`config.mk`:
```
export PLATFORM = sky130hd
export DESIGN_NAME = dp_ram_dma
export DESIGN_NICKNAME = d
export VERILOG_FILES = /design/src/rtl/dp_ram_dma.sv
export SDC_FILE = /design/constraint.sdc
export NUM_CORES = 1
export LEC_CHECK = 0
export ABC_AREA = 1
export CORE_MARGIN = 3
export CORE_UTILIZATION = 30
export CTS_CLUSTER_DIAMETER = 120
export CTS_CLUSTER_SIZE = 25
export DETAILED_ROUTE_END_ITERATION = 8
export GPL_TIMING_DRIVEN = 0
export PLACE_DENSITY = 0.53
export SYNTH_ARGS = -nofsm -noshare
export SYNTH_HDL_FRONTEND = slang
export SYNTH_SLANG_ARGS = --single-unit
```
`constraint.sdc`:
```
create_clock -name sys_clk_i -period 3.4 [get_ports sys_clk_i]
set_input_delay 0.85 -clock sys_clk_i [delete_from_list [all_inputs] [get_ports sys_clk_i]]
set_output_delay 0.85 -clock sys_clk_i [all_outputs]
set_load 0.1 [all_outputs]
```
`src/rtl/dp_ram_dma.sv`:
```
// rtl/dp_ram_dma.sv - J1 data RAM port-A block copy / fill engine
// Copies or fills a word block through RAM port A under start/abort control.
module dp_ram_dma #(
  parameter int adr_width = 13,
  parameter int dat_width = 16
) (
  input  logic                 sys_clk_i,
  input  logic                 sys_rst_i,
  input  logic                 start,
  input  logic                 mode,
  input  logic [adr_width-1:0] src_adr,
  input  logic [adr_width-1:0] dst_adr,
  input  logic [adr_width:0]   len,
  input  logic [dat_width-1:0] fill_dat,
  input  logic                 abort,
  output logic                 busy,
  output logic                 done,
  output logic [adr_width:0]   remain,
  output logic                 ram_en,
  output logic                 ram_we,
  output logic [adr_width-1:0] ram_adr,
  output logic [dat_width-1:0] ram_dat_w,
  input  logic [dat_width-1:0] ram_dat_r
);

  typedef enum logic [2:0] {IDLE, RD, WR, FILL, DONE} state_t;

  localparam logic [adr_width-1:0] adr_one = 1;
  localparam logic [adr_width:0]   cnt_one = 1;

  state_t               state_q, state_d;
  logic [adr_width-1:0] src_q, src_d;
  logic [adr_width-1:0] dst_q, dst_d;
  logic [adr_width-1:0] off_q, off_d;
  logic [dat_width-1:0] fill_q, fill_d;
  logic [adr_width:0]   remain_q, remain_d;
  logic                 last_word;

  assign last_word = (remain_q == cnt_one);
  assign remain    = remain_q;

  always_comb begin
    state_d  = state_q;
    src_d    = src_q;
    dst_d    = dst_q;
    off_d    = off_q;
    fill_d   = fill_q;
    remain_d = remain_q;
    case (state_q)
      IDLE: begin
        if (start) begin
          src_d    = src_adr;
          dst_d    = dst_adr;
          fill_d   = fill_dat;
          remain_d = len;
          off_d    = '0;
          if (len == '0)  state_d = DONE;
          else if (mode)  state_d = FILL;
          else            state_d = RD;
        end
      end
      RD: begin
        state_d = abort ? IDLE : WR;
      end
      WR, FILL: begin
        // The write presented this cycle lands even when aborted, so it is counted.
        off_d    = off_q + adr_one;
        remain_d = remain_q - cnt_one;
        if (abort)          state_d = IDLE;
        else if (last_word) state_d = DONE;
        else                state_d = (state_q == WR) ? RD : FILL;
      end
      DONE: begin
        state_d = IDLE;
      end
      default: begin
        state_d = IDLE;
      end
    endcase
  end

  always_ff @(posedge sys_clk_i) begin
    if (sys_rst_i) begin
      state_q  <= IDLE;
      src_q    <= '0;
      dst_q    <= '0;
      off_q    <= '0;
      fill_q   <= '0;
      remain_q <= '0;
    end else begin
      state_q  <= state_d;
      src_q    <= src_d;
      dst_q    <= dst_d;
      off_q    <= off_d;
      fill_q   <= fill_d;
      remain_q <= remain_d;
    end
  end

  // Port A is decoded from registered state; write data in WR is the RAM's own registered read.
  always_comb begin
    busy      = 1'b0;
    done      = 1'b0;
    ram_en    = 1'b0;
    ram_we    = 1'b0;
    ram_adr   = '0;
    ram_dat_w = '0;
    case (state_q)
      RD: begin
        busy    = 1'b1;
        ram_en  = 1'b1;
        ram_adr = src_q + off_q;
      end
      WR: begin
        busy      = 1'b1;
        ram_en    = 1'b1;
        ram_we    = 1'b1;
        ram_adr   = dst_q + off_q;
        ram_dat_w = ram_dat_r;
      end
      FILL: begin
        busy      = 1'b1;
        ram_en    = 1'b1;
        ram_we    = 1'b1;
        ram_adr   = dst_q + off_q;
        ram_dat_w = fill_q;
      end
      DONE: begin
        done = 1'b1;
      end
      default: begin
      end
    endcase
  end

endmodule
```
## Yosys cells after proc, flatten, opt, wreduce, memory -nomap -nowiden

Cells that the tools add are included.
Widths: inputs -> output; s select.

- Logic and storage cells: 40
- Bits in registers: 72
- Bits of input ports: 77
- Output and inout port bits: 47

- Add/subtract/negate cells: 4
- Eq/ne operators: 6
- Reductions and logical operators: 7
- Muxes and demuxes: 17

Operators by type and width:

| kind | count |
|---|---|
| $pmux 13 s2 | 2 |
| $pmux 16 s2 | 1 |
| $pmux 14 s2 | 1 |
| $add 13x13->13 | 2 |
| $eq 14x1->1 const B | 1 |
| $logic_not 14->1 | 1 |
| $mux 14 | 1 |
| $sub 14x1->14 const B | 1 |
| $add 13x1->13 const B | 1 |
| $mux 13 | 1 |
| $mux 3 | 4 |
| $pmux 3 s3 | 1 |
| $eq 3x2->1 const B | 2 |
| $mux 2 | 3 |
| $reduce_and 2->1 | 2 |
| $eq 3x1->1 const B | 1 |
| $eq 3x3->1 const B | 1 |
| $logic_not 3->1 | 1 |
| $mux 1 | 3 |
| $reduce_or 3->1 | 1 |
| $ne 2x2->1 const B | 1 |
| $reduce_bool 2->1 | 1 |
| $reduce_or 2->1 | 1 |

## Logic depth before layout (Yosys ltp)

Gate-level depths: netlist (run 1).

- Depth in word-level cells: 5
- Gate-level depth with buffers: 16
- Mapped depth without buffers: 14

## Least setup slack after synthesis (run 1)

Ideal clock, no wire load.

- Kind: register to output
- Start point: reg state_q[2]
- End point: out ram_adr[12]
- Cell stages (with the launch flop): 15
- Setup slack: -0.784 ns
- Buffers on the path: 2
- Data required time: 2.550 ns
- Arrival: 3.334 ns
- Path through: dfxtp_1 -> inv_2 -> nand2_2 -> buf_6 -> buf_2 -> o21ai_0 -> ha_1 -> fa_1 -> nand3_1 -> nand3_1 -> nand3_1 -> nand3_1 -> nand2_1 -> nand2_1 -> nor2_1

- Word-level cells in the longest chain between the ends: 3
- Elaborated cells on any way between the ends: 5
- Those cells by class: eq/ne: 3; mux: 1; reduce/logical: 1

Ends and longest elaborated chain:

| element | RTL line | source |
|---|---|---|
| from (decl) | 31 | `state_t state_q, state_d;` |
| from (signal assigned) | 91 | `state_q <= state_d;` |
| $eq 3x2->1 | 108 | `case (state_q)` |
| $reduce_or 2->1 (no line) | n/a |  |
| $pmux 13 s2 * | 108 |  |
| to (decl) | 21 | `output logic [adr_width-1:0] ram_adr,` |

Every way passes the cells marked *; elsewhere a longest branch is shown, timed or not.

## Worst setup path in the final report (run 1)

- Start point: reg state_q[2]
- End point: out ram_adr[6]

The elaborated chain is that of the path after synthesis.

==> metrics, run 1 <==
run status complete, no violations; Post-DP Area 5910 µm²; pre-CTS setup slack -1150 ps; Die ar. 16,100 µm²; sequential standard cell area 1450 µm²; Initial DRC Count 242; Worst-path clk slew 70 ps; Synth Instances 703; Layout area overhead 51.2%; endpoint class of the critical path output port; Net Count, Synth 796; CP arrival 2520 ps; Final Instance Area 6630 µm²; worst-margin pin slew 1010 ps; H-tree depth 3; RePlAce Congestion 0.891; max_slew headroom 0.322; max_cap viols 0; ranking of synthesized cells by area dfxtp_1 (33%), nand2_1 (15%), inv_1 (9.3%); total gr overflow 0; Synth Cell Area 4380 µm²; I/O Buffers 122; Max IR drop VDD 235 µV; Vias/cell 4.78; compound-cell area share of the yosys netlist 0.193; CTS Root Cell clkbuf_16; Die H 127 µm; Cell variety after synth 33; peak fanout along the critical path 7; Post-synth ARST share 0; final setup margin 32.4 ps; Multi-input gate area 2680 µm²; DR WL/cell 14.5 µm; Final #Nets 946; CTS sink count 72; Worst Skew 10.5 ps; CTS max path bufs 2; Inserted Clock Buffers 9; Residual DRC 0; post-synth top area share 0.329; RSZ-0062 raised after global routing true; met1 Use GR 0.239; synth warn 0; DRT Pass-1 Iters 4; Reg2Reg Setup Slack 1750 ps; via count 4,962; site row count 43; Antenna Violating Nets Remaining 0; busiest grt layer met2; post-synthesis mux area share 0; synth cell count leaders nand2_1 (171), inv_1 (109), a21oi_1 (75), nor2_1 (75), dfxtp_1 (72); share of layout cells above drive strength 1 0.161; final slew viol count 0; Placed Instances 1,005; I/O pin count 124; CP max stage delay 370 ps; TritonCTS clock tree built; Synth Area in Adders 0.0474; dominant cell by count in the synthesized netlist nand2_1; Mapped Avg Cell Area 6.24 µm²; Total Routed Length 15.0 mm; P per Cell Area 466 nW/µm²; critical path type flop to output port; DP HPWL 11.7 mm; Synth Area in XOR/XNOR 0.00200; fillers 1,521; fin crit share 0.990; Final Hold Fails 0; largest family of logic cells by synthesized area simple AND/OR/NAND/NOR gates; Skew-Pair Late Insertion Delay 340 ps; Post-Synth Simple-Gate Area 0.299; crit-path cells inv_4 -> nand2_4 -> buf_8 -> buf_8 -> o21ai_4 -> ha_4 -> fa_2 -> nand3_2 -> nand3_4 -> buf_4 -> a21oi_4 -> nand2_1 -> nand2_1 -> nor2_4 -> buf_12; Core Area 14,100 µm²; met2 track demand over resource 0.304; Pleak 0.00289 µW; Fmax 297 MHz; final count of negative-setup-slack endpoints 0; Tmin final 3370 ps; post-synthesis sequential area ratio 0.329; number of synthesized register bits 72; Starting Density 0.311; Critical-path top delay cell fa_2; Diodes inserted 0; die width 127 µm; crit path launch type flop; post-cts hold buffer count 0; vias in the first global route 4,837; Worst Path Required 2550 ps; final non-filler cell total 1,038; first-pass GRT wire length 24.0 mm; antenna violations before repair 0; fin util 0.470; Hold WC Path Type flop to flop; Main synth FF type dfxtp_1; post-synth top area cell dfxtp_1; GR Layer Usage met3 0.0484; number of flops mapped to enable cells by yosys 0; GRT Total Usage 0.184; pin count of the biggest net entering global routing 16
[metal layers]
metal | vias to the layer above | share of wire
met5 | - | 0
met4 | 0 | 0.0099
met3 | 17 | 0.061
met2 | 137 | 0.47
met1 | 2249 | 0.46
li1 | 2559 | -
[logic make-up after synthesis]
kind of cell,after synthesis
compound gates,162
xor+xnor,1
fa+ha+maj,16
buf+inv,140
flops,72
simple gates,312
[critical path: cells and delay by family, from the launching register on]
family,cells,cell delay (ps)
fa+ha+maj,2,540
simple gates,6,480
buf+inv,5,620
flops,1,350
compound gates,2,170
[layout make-up]
| class | instances | share of cell area |
|---|---|---|
| multi-input cells | 491 | 0.404 |
| flip-flops and latches | 72 | 0.218 |
| repair buffers | 139 | 0.211 |
| inverters | 113 | 0.0644 |
| clock buffers | 9 | 0.0340 |
| well taps | 180 | 0.0340 |
| plain buffers | 27 | 0.0247 |
| clock inverters | 7 | 0.00925 |
[stage by stage]
step | setup TNS [ps] | power, µW | hold WS (ps)
2_1_floorplan | -833 | 1770 | 425
3_3_place_gp | -12190 | 2110 | 436
3_5_place_dp | -12620 | 2120 | 440
4_1_cts | -86.9 | 3070 | 453
5_1_grt | -527 | 3250 | 481
6_report | 0 | 3090 | 453
[state kept, by name, summed over array words and instances, names as in the netlist]
register and flops:
state_q 3, fill_q 16, off_q 13, src_q 13, dst_q 13, remain 14
[layout by cell type (no fill, tap or decap), drive strengths merged, types with 2 or more instances in the layout]
cell type	instances
nand2	173
inv	118
clkdlybuf4s50	90
nor2	78
a21oi	75
dfxtp	72
o21ai	63
nand3	45
buf	42
clkbuf	31
o22ai	16
ha	15
dlygate4sd2	8
nor3	6
nand4	6
o211ai	3
a31oi	3
clkdlybuf4s15	3
clkinvlp	2
[what timing repair did]
action | CTS | global route
gates cloned | 0 | 1
endpoints found under the setup margin | 32 | 23
resized for setup | 138 | 72
pin swaps | 4 | 26
setup buffers | 7 | 9
[power by group]
group	internal (µW)	total, µW	leakage [µW]	switching (µW)
logic	366	1190	0.00216	820
registers	922	974	0.000593	51.5
clock network	510	929	0.000135	419
total	1800	3090	0.00289	1290
[final timing paths]
check | from | end | cells past startpoint
worst min-delay path | fill_q[7]$_SDFFE_PP0P_ | fill_q[7]$_SDFFE_PP0P_ | 2
worst min register to register | fill_q[7]$_SDFFE_PP0P_ | fill_q[7]$_SDFFE_PP0P_ | 2
worst max register to register | off_q[0]$_SDFFE_PP0P_ | off_q[6]$_SDFFE_PP0P_ | 6
worst max-delay path | state_q[2]$_SDFFE_PP0P_ | ram_adr[6] | 15
(Power assumes the default switching activity.)
==> inputs of run 2 (changes only) <==
Settings changed: SETUP_SLACK_MARGIN set to 0.4.
Clock period 3.4 ns to 3.2 ns, I/O delays scaled along.
==> metrics, run 2 (synthesis gave the netlist of run 1 again) <==
Worst-path clk slew 60 ps; vias in the first global route 4,929; pre-CTS setup slack -1020 ps; final setup margin -98.2 ps; I/O pin count 124; endpoint class of the critical path output port; leading cell type in the layout, fill and taps excluded nand2_1; P per Cell Area 488 nW/µm²; Die H 127 µm; run status complete, but fails checks; RSZ-0062 raised after global routing true; Worst Skew 6.45 ps; TritonCTS clock tree built; first-pass GRT wire length 24.1 mm; Starting Density 0.311; DRT Pass-1 Iters 4; Layout area overhead 58.8%; Total Routed Length 15.0 mm; crit-path cells inv_4 -> nand2_8 -> buf_12 -> bufbuf_16 -> nand2_2 -> o21ai_2 -> ha_4 -> nand2_2 -> nor2_1 -> nand3_2 -> nand3_2 -> nor2_1 -> nor2_4 -> buf_12; Skew-Pair Late Insertion Delay 340 ps; Core Area 14,100 µm²; failing checks setup timing; Max IR drop VDD 222 µV; crit path launch type flop; fin crit share 1.03; total gr overflow 0; GRT Total Usage 0.186; share of layout cells above drive strength 1 0.230; peak fanout along the critical path 6; Die ar. 16,100 µm²; Pleak 0.00301 µW; Tmin final 3300 ps; Diodes inserted 0; DP HPWL 11.5 mm; final hold slack 457 ps; Final Hold Fails 0; Final #Nets 954; final slew viol count 0; Hold WC Path Type flop to flop; critical path type flop to output port; max_cap viols 0; Post-DP Area 6030 µm²; Worst Path Required 2400 ps; Final Instance Area 6960 µm²; final count of negative-setup-slack endpoints 7; I/O Buffers 122; CTS sink count 72; max_slew headroom 0.331; most frequent cells in the layout nand2_1 (142), inv_1 (105), clkdlybuf4s50_1 (88); antenna violations before repair 0; Final TNS setup -333 ps; CTS Root Cell clkbuf_16; Largest register FFs 16; Inserted Clock Buffers 9; via count 4,970; Vias/cell 4.75; Fmax 303 MHz; worst-margin pin slew 1000 ps; site row count 43; Critical-path top delay cell dfxtp_2; CP arrival 2500 ps; DR WL/cell 14.3 µm; RePlAce Congestion 0.927; Residual DRC 0; CTS max path bufs 2; H-tree depth 3; pin count of the biggest net entering global routing 12; die width 127 µm; CP max stage delay 330 ps; Initial DRC Count 192; Antenna Violating Nets Remaining 0; Largest Register fill_q
## run 2: cell type report
| cell class | count | area, µm² |
|---|---|---|
| Multi-Input combinational cell | 491 | 2900 |
| Clock inverter | 3 | 40.0 |
| Sequential cell | 72 | 1450 |
| Timing Repair Buffer | 147 | 1490 |
| Fill cell | 1461 | 7140 |
| Clock buffer | 13 | 260 |
| Tap cell | 180 | 225 |
| Inverter | 113 | 427 |
| Buffer | 27 | 176 |
## run 2: worst max-delay path: cells and delay by family, from the launching register on
family	cells	cell delay [ps]
AO/OA/AOI/OAI	1	80
buffers and inverters	4	660
adder cells (fa/ha/maj)	1	300
flip-flops	1	330
AND/OR/NAND/NOR	8	790
## run 2: report_power, final
group	internal, µW	switching (µW)
sequential	981	54.9
combinational	435	897
clock	644	382
## run 2: stage by stage
step	util	power, µW	instances
after floorplan	-	1910	703
after global placement	0.428	2260	1005
after detailed placement	0.428	2270	1005
after CTS	0.488	3400	1043
after global routing	0.494	3560	1046
final	0.494	3390	1046
## run 2: path summary, 6_finish.rpt
path	cells past startpoint	startpoint	endpoint	slack, ps
min reg2reg	2	dst_q[11]$_SDFFE_PP0P_	dst_q[11]$_SDFFE_PP0P_	460
max reg2reg	7	state_q[2]$_SDFFE_PP0P_	dst_q[10]$_SDFFE_PP0P_	1580
min	2	dst_q[11]$_SDFFE_PP0P_	dst_q[11]$_SDFFE_PP0P_	460
max	14	state_q[2]$_SDFFE_PP0P_	ram_adr[12]	-100
## run 2: repair_timing
action | CTS | global route
setup endpoints to repair | 33 | 30
pin swaps | 26 | 12
setup buffers | 21 | 3
gates cloned | 1 | 0
resized for setup | 283 | 43
hold buffers | 0 | 0
## run 2: per-layer routing
layer  vias up  global-route usage  wire, µm
met3        20              0.0417       672
li1       2580                   -         -
met4         0              0.0536       334
met5         -                   0         0
met2       111               0.319      7120
met1      2259               0.234      6850
